[src/rtl/dmem_pkg.sv]
// rtl/dmem_pkg.sv - shared types, constants and DMEM_PRELOAD_EN image for data_memory_bank
package dmem_pkg;

    typedef enum logic {
        INIT,
        READY
    } dmem_state_e;

    // Selects which register drives rsp_rdata so the output holds across idle cycles.
    typedef enum logic [1:0] {
        RSP_ZERO,
        RSP_READ,
        RSP_WRITE
    } dmem_rsp_src_e;

    localparam int unsigned PRELOAD_LO = 100;
    localparam int unsigned PRELOAD_HI = 120;
    localparam int unsigned IMG_W      = 8;

    function automatic logic [IMG_W-1:0] dmem_preload(input int unsigned addr);
        logic [IMG_W-1:0] val;
        val = '0;
        if (addr >= PRELOAD_LO && addr <= PRELOAD_HI) begin
            case (addr)
                100:     val = 8'h83;
                101:     val = 8'h14;
                102:     val = 8'hA0;
                103:     val = 8'hE4;
                106:     val = 8'h15;
                107:     val = 8'h14;
                108:     val = 8'h1D;
                109:     val = 8'h11;
                110:     val = 8'h14;
                111:     val = 8'h35;
                112:     val = 8'hF5;
                113:     val = 8'h1F;
                114:     val = 8'h34;
                115:     val = 8'h55;
                116:     val = 8'h75;
                117:     val = 8'h7F;
                118:     val = 8'h17;
                119:     val = 8'hE0;
                120:     val = 8'hFF;
                default: val = '0;
            endcase
        end
        return val;
    endfunction

endpackage

[src/rtl/dmem_array.sv]
// rtl/dmem_array.sv - DATA_W x DEPTH storage with one synchronous write port and one registered read port
module dmem_array #(
    parameter int DATA_W = 8,
    parameter int DEPTH  = 256,
    parameter int IDX_W  = (DEPTH > 1) ? $clog2(DEPTH) : 1
) (
    input  logic              clk,
    input  logic              we,
    input  logic [IDX_W-1:0]  waddr,
    input  logic [DATA_W-1:0] wdata,
    input  logic              re,
    input  logic [IDX_W-1:0]  raddr,
    output logic [DATA_W-1:0] rdata
);

    logic [DATA_W-1:0] mem [DEPTH];

    // Callers never assert we and re for the same request, so read-during-write ordering is moot.
    always_ff @(posedge clk) begin
        if (we) begin
            mem[waddr] <= wdata;
        end
        if (re) begin
            rdata <= mem[raddr];
        end
    end

endmodule

[src/rtl/data_memory_bank.sv]
// rtl/data_memory_bank.sv - single-port data memory with init sweep and registered responses; DMEM_PRELOAD_EN selects the preload image
module data_memory_bank
    import dmem_pkg::*;
#(
    parameter int DATA_W = 8,
    parameter int ADDR_W = 8,
    parameter int DEPTH  = 256
) (
    input  logic              clk,
    input  logic              rst,
    input  logic              req_valid,
    output logic              req_ready,
    input  logic              req_we,
    input  logic [ADDR_W-1:0] req_addr,
    input  logic [DATA_W-1:0] req_wdata,
    output logic              rsp_valid,
    output logic [DATA_W-1:0] rsp_rdata,
    output logic              rsp_err,
    output logic              init_done
);

    localparam int                IDX_W     = (DEPTH > 1) ? $clog2(DEPTH) : 1;
    localparam logic [ADDR_W:0]   DEPTH_EXT = (ADDR_W + 1)'(DEPTH);
    localparam logic [IDX_W-1:0]  LAST_IDX  = IDX_W'(DEPTH - 1);

    dmem_state_e       state;
    dmem_state_e       state_nxt;
    logic [IDX_W-1:0]  init_cnt;
    logic [IDX_W-1:0]  init_cnt_nxt;
    logic [DATA_W-1:0] init_wdata;

    logic              accept;
    logic              in_range;
    logic [IDX_W-1:0]  req_idx;

    logic              arr_we;
    logic [IDX_W-1:0]  arr_waddr;
    logic [DATA_W-1:0] arr_wdata;
    logic              arr_re;
    logic [DATA_W-1:0] arr_rdata;

    dmem_rsp_src_e     rsp_src;
    logic [DATA_W-1:0] echo_q;

    always_ff @(posedge clk) begin
        if (!rst) begin
            state    <= INIT;
            init_cnt <= '0;
        end else begin
            state    <= state_nxt;
            init_cnt <= init_cnt_nxt;
        end
    end

    always_comb begin
        state_nxt    = state;
        init_cnt_nxt = init_cnt;
        req_ready    = 1'b0;
        init_done    = 1'b0;
        case (state)
            INIT: begin
                if (init_cnt == LAST_IDX) begin
                    state_nxt    = READY;
                    init_cnt_nxt = '0;
                end else begin
                    init_cnt_nxt = init_cnt + IDX_W'(1);
                end
            end
            READY: begin
                req_ready = 1'b1;
                init_done = 1'b1;
            end
            default: state_nxt = INIT;
        endcase
    end

`ifdef DMEM_PRELOAD_EN
    logic [IMG_W-1:0] preload_byte;
    assign preload_byte = dmem_preload(32'(init_cnt));
    assign init_wdata   = DATA_W'(preload_byte);
`else
    assign init_wdata   = '0;
`endif

    // Extra top bit lets DEPTH == 2**ADDR_W compare without overflow.
    assign in_range = ({1'b0, req_addr} < DEPTH_EXT);
    assign req_idx  = req_addr[IDX_W-1:0];
    assign accept   = req_valid && req_ready;

    // Gating with rst drops any request that coincides with a reset edge.
    assign arr_we    = rst && ((state == INIT) || (accept && req_we && in_range));
    assign arr_waddr = (state == INIT) ? init_cnt : req_idx;
    assign arr_wdata = (state == INIT) ? init_wdata : req_wdata;
    assign arr_re    = rst && accept && !req_we && in_range;

    dmem_array #(
        .DATA_W (DATA_W),
        .DEPTH  (DEPTH),
        .IDX_W  (IDX_W)
    ) u_array (
        .clk   (clk),
        .we    (arr_we),
        .waddr (arr_waddr),
        .wdata (arr_wdata),
        .re    (arr_re),
        .raddr (req_idx),
        .rdata (arr_rdata)
    );

    always_ff @(posedge clk) begin
        if (!rst) begin
            rsp_valid <= 1'b0;
            rsp_err   <= 1'b0;
            rsp_src   <= RSP_ZERO;
            echo_q    <= '0;
        end else begin
            rsp_valid <= accept;
            if (accept) begin
                rsp_err <= !in_range;
                echo_q  <= req_wdata;
                if (req_we) begin
                    rsp_src <= RSP_WRITE;
                end else if (in_range) begin
                    rsp_src <= RSP_READ;
                end else begin
                    rsp_src <= RSP_ZERO;
                end
            end
        end
    end

    always_comb begin
        rsp_rdata = '0;
        case (rsp_src)
            RSP_READ:  rsp_rdata = arr_rdata;
            RSP_WRITE: rsp_rdata = echo_q;
            default:   rsp_rdata = '0;
        endcase
    end

endmodule
[config.mk]
export PLATFORM = sky130hd
export DESIGN_NAME = data_memory_bank
export DESIGN_NICKNAME = d
export VERILOG_FILES = /design/src/rtl/dmem_pkg.sv /design/src/rtl/dmem_array.sv /design/src/rtl/data_memory_bank.sv
export SDC_FILE = /design/constraint.sdc
export NUM_CORES = 2
export LEC_CHECK = 0
export CAP_MARGIN = 40
export CORE_MARGIN = 2
export CORE_UTILIZATION = 50
export DETAILED_ROUTE_END_ITERATION = 10
export GPL_TIMING_DRIVEN = 1
export PLACE_DENSITY = 0.63
export RECOVER_POWER = 100
export SLEW_MARGIN = 10
export SYNTH_ARGS = -nofsm -noshare
export SYNTH_HDL_FRONTEND = slang
export SYNTH_SLANG_ARGS = --single-unit
[constraint.sdc]
create_clock -name clk -period 7 [get_ports clk]
set_input_delay 1.4 -clock clk [delete_from_list [all_inputs] [get_ports clk]]
set_output_delay 1.4 -clock clk [all_outputs]
set_load 0.02 [all_outputs]
==> metrics.cfg <==
[run_status]
status = finished with violations
violations = max-capacitance violations, max-slew violations

[critical_path]
crit_start = rst
required_ns = 7.46
cp.arrival_ns = 5.98
worstReg2RegStart = state
critical_path_class = in -> reg
crit_path_max_fanout = 20
end_kind = flop
critPathLaunchType = input port

[timing]
post-route-period-util_pct = 79.0
fin_ws_ns = 1.47
hold_slack_ns = 0.470
final_hold_viol_count = 0
drv_slew = 658
min_period_ns = 5.53
finalSetupTns_ns = 0
max_freq_mhz = 181
fin_skew_ns = 0.0393
setup_viol_count_final = 0
max-slew-margin-rel_pct = -143
worstMarginPinSlew_ns = 3.65
rsz0062_at_grt = false

[clocking]
cts_resized = 0
clk_latency_ns = 0.84
clock-sinks = 2076
cts_tree = done
root_buffer = clkbuf_16
cts_made_buffers = 200
ctsHoldBuffers = 0
htreeDepth = 4
clk_pin_slew_ns = 0.06
clockBufferDepth = 3
post_cts_buffers = 0

[synthesis]
synth-xor-area-share_pct = 0.0432
syn_avg_cell_area_um2 = 20.7
synthFlopType = edfxtp_1
async_reset_ff_share_pct = 0
synth_area_leader_cell = edfxtp_1
yosys_warnings = 0
synth_edf_count = 2056
syn-num-nets = 3930
ys_types = 65
syn-cell-area_mm2 = 0.0810
synth_top_area_share_pct = 76.2
synth.area.mux_share_pct = 14.3
synth_seq_cells = 2076
ys_seq_area_share_pct = 76.7
synthSimpleGateAreaFrac_pct = 2.99
syn_inst = 3907
synth_top_family_by_area = multiplexers
synth_compound_area_share_pct = 3.84
synthAdderAreaFrac_pct = 0.0463
synthTopCellsByArea = edfxtp_1, mux4_2, mux2i_1, nor2_1, mux4_1

[place]
port_buffers = 30
place.gp.congestion = 0.878
pre_cts_ws_ns = 1.69
postPlaceCellArea_mm2 = 0.0839
dp_hpwl_um = 120000

[floorplanning]
core_area_mm2 = 0.161
fp.dieH_um = 407
start_util_pct = 50.4
placementRows = 147
die_area_mm2 = 0.165
die_x_um = 407
ios = 32

[finish]
syn_to_final_growth_pct = 11.4
nets = 4060
fillers = 12000
fin_area_mm2 = 0.0902
drive_gt1_share_pct = 19.7

[drt]
dr.pass1.iters = 5
via_count = 40000
routedWlPerCell_um = 30.9
drt_iter0_markers = 4957
viasPerCell = 6.28
wirelength_um = 197000
drc_errors = 0
ant_nets = 0

[global_routing]
grt_use_met3_pct = 5.35
grt_max_degree = 205
use_met2_pct = 36.7
grtUsageTotal_pct = 24.0
overflow = 0
busiest_layer = met2
antenna_found_initial = 5
grt_pass1_vias = 39900
grt_first_pass_wirelength_um = 284000
met1_usage_pct = 34.6

[worst_hold_path]
worstHoldStart = echo_q[0]
min_path_type = reg -> reg

[pwr]
p_leak_nw = 29.8
vdd_drop_max_mv = 0.219
p_per_area_mw_per_mm2 = 280

[run]
drv_cap = 17

## cell families (layout without fill, tap and decap cells)
| family | Yosys count | after routing |
|---|---|---|
| other | 1 | 5 |
| buffers and inverters | 254 | 550 |
| adder cells (fa/ha/maj) | 3 | 3 |
| flip-flops | 2076 | 2076 |
| AO/OA/AOI/OAI | 419 | 419 |
| multiplexers | 602 | 602 |
| XOR/XNOR | 4 | 4 |
| AND/OR/NAND/NOR | 548 | 548 |
## area by class of cell
type / instances / area, um2 / area share (%)
tap: 2160 / 2700 / 3.00
multi-input combinational: 1577 / 17300 / 19.2
clock buffer: 237 / 5330 / 5.91
timing repair buffer: 172 / 1420 / 1.58
clock inverter: 131 / 1300 / 1.44
sequential: 2076 / 62100 / 68.9
inverter: 10 / 37.5 / 0.0416
antenna: 4 / 10.0 / 0.0111
## power breakdown
group | switching (W) | internal [W]
sequential | 0.00000547 | 0.0135
combinational | 0.000567 | 0.000370
clock | 0.00459 | 0.00631
## critical path: stages
cell and delay [ns]:
dlygate4sd3_1 0.81, clkbuf_1 0.78, a21boi_2 0.67, nand2_1 0.30, clkbuf_1 0.88, nor2_1 1.07
## worst paths after layout
path / slack [ns] / endpoint / depth (start not counted)
worst max-delay path: 1.47 / u_array.mem[241][5] / 6
worst min-delay path: 0.47 / echo_q[0] / 2
worst max register to register: 2.14 / u_array.mem[25][5] / 2
worst min register to register: 0.47 / echo_q[0] / 2
## state kept, by name, summed over array words and instances, names as in the netlist
register and cells:
u_array.mem 2048, echo_q 8, init_cnt 8, u_array.rdata 8, rsp_src 2, rsp_valid 1
state 1
## per-stage QoR
stage / instances / utilization [%] / power [W]
after floorplan: 3907 / - / 0.0144
after global placement: 5963 / 52.0 / 0.0147
after detailed placement: 5993 / 52.2 / 0.0147
after CTS: 6361 / 56.3 / 0.0255
after global routing: 6363 / 56.1 / 0.0259
final: 6367 / 56.1 / 0.0253
## cell usage after synthesis (all sizes together) (8+ instances only)
cell and n:
nor4 18, a21oi 63, nor2b 21, mux4 438
a221oi 59, inv 9, o21ai 19, nor2 306
clkbuf 87, nand2 71, dfxtp 20, o22ai 53
buf 157, nor3 57, a22oi 73, mux2 13
nand2b 16, a21boi 11, a2111oi 8, a22o 44
edfxtp 2056, o221ai 44, and2 15, nand3 12
mux2i 151, a211oi 13
## cells in the final DEF (no fill, tap or decap), drive strengths merged, types with 15 or more instances in the layout
| cell type | instances |
|---|---|
| edfxtp | 2056 |
| mux4 | 438 |
| nor2 | 306 |
| clkbuf | 294 |
| mux2i | 151 |
| clkinv | 91 |
| buf | 90 |
| a22oi | 73 |
| nand2 | 71 |
| a21oi | 63 |
| a221oi | 59 |
| nor3 | 57 |
| o22ai | 53 |
| a22o | 44 |
| o221ai | 44 |
| bufinv | 24 |
| nor2b | 21 |
| dfxtp | 20 |
| dlygate4sd3 | 19 |
| o21ai | 19 |
| nor4 | 18 |
| inv | 17 |
| nand2b | 16 |
| and2 | 15 |
## per-layer routing
metal | vias to the layer above | part of all wire, %
li1 | 16600 | -
met1 | 21200 | 42
met2 | 1821 | 47
met3 | 333 | 8.8
met4 | 6 | 3.1
met5 | - | 0.019
No activity file was read; power rests on OpenSTA's default activity.
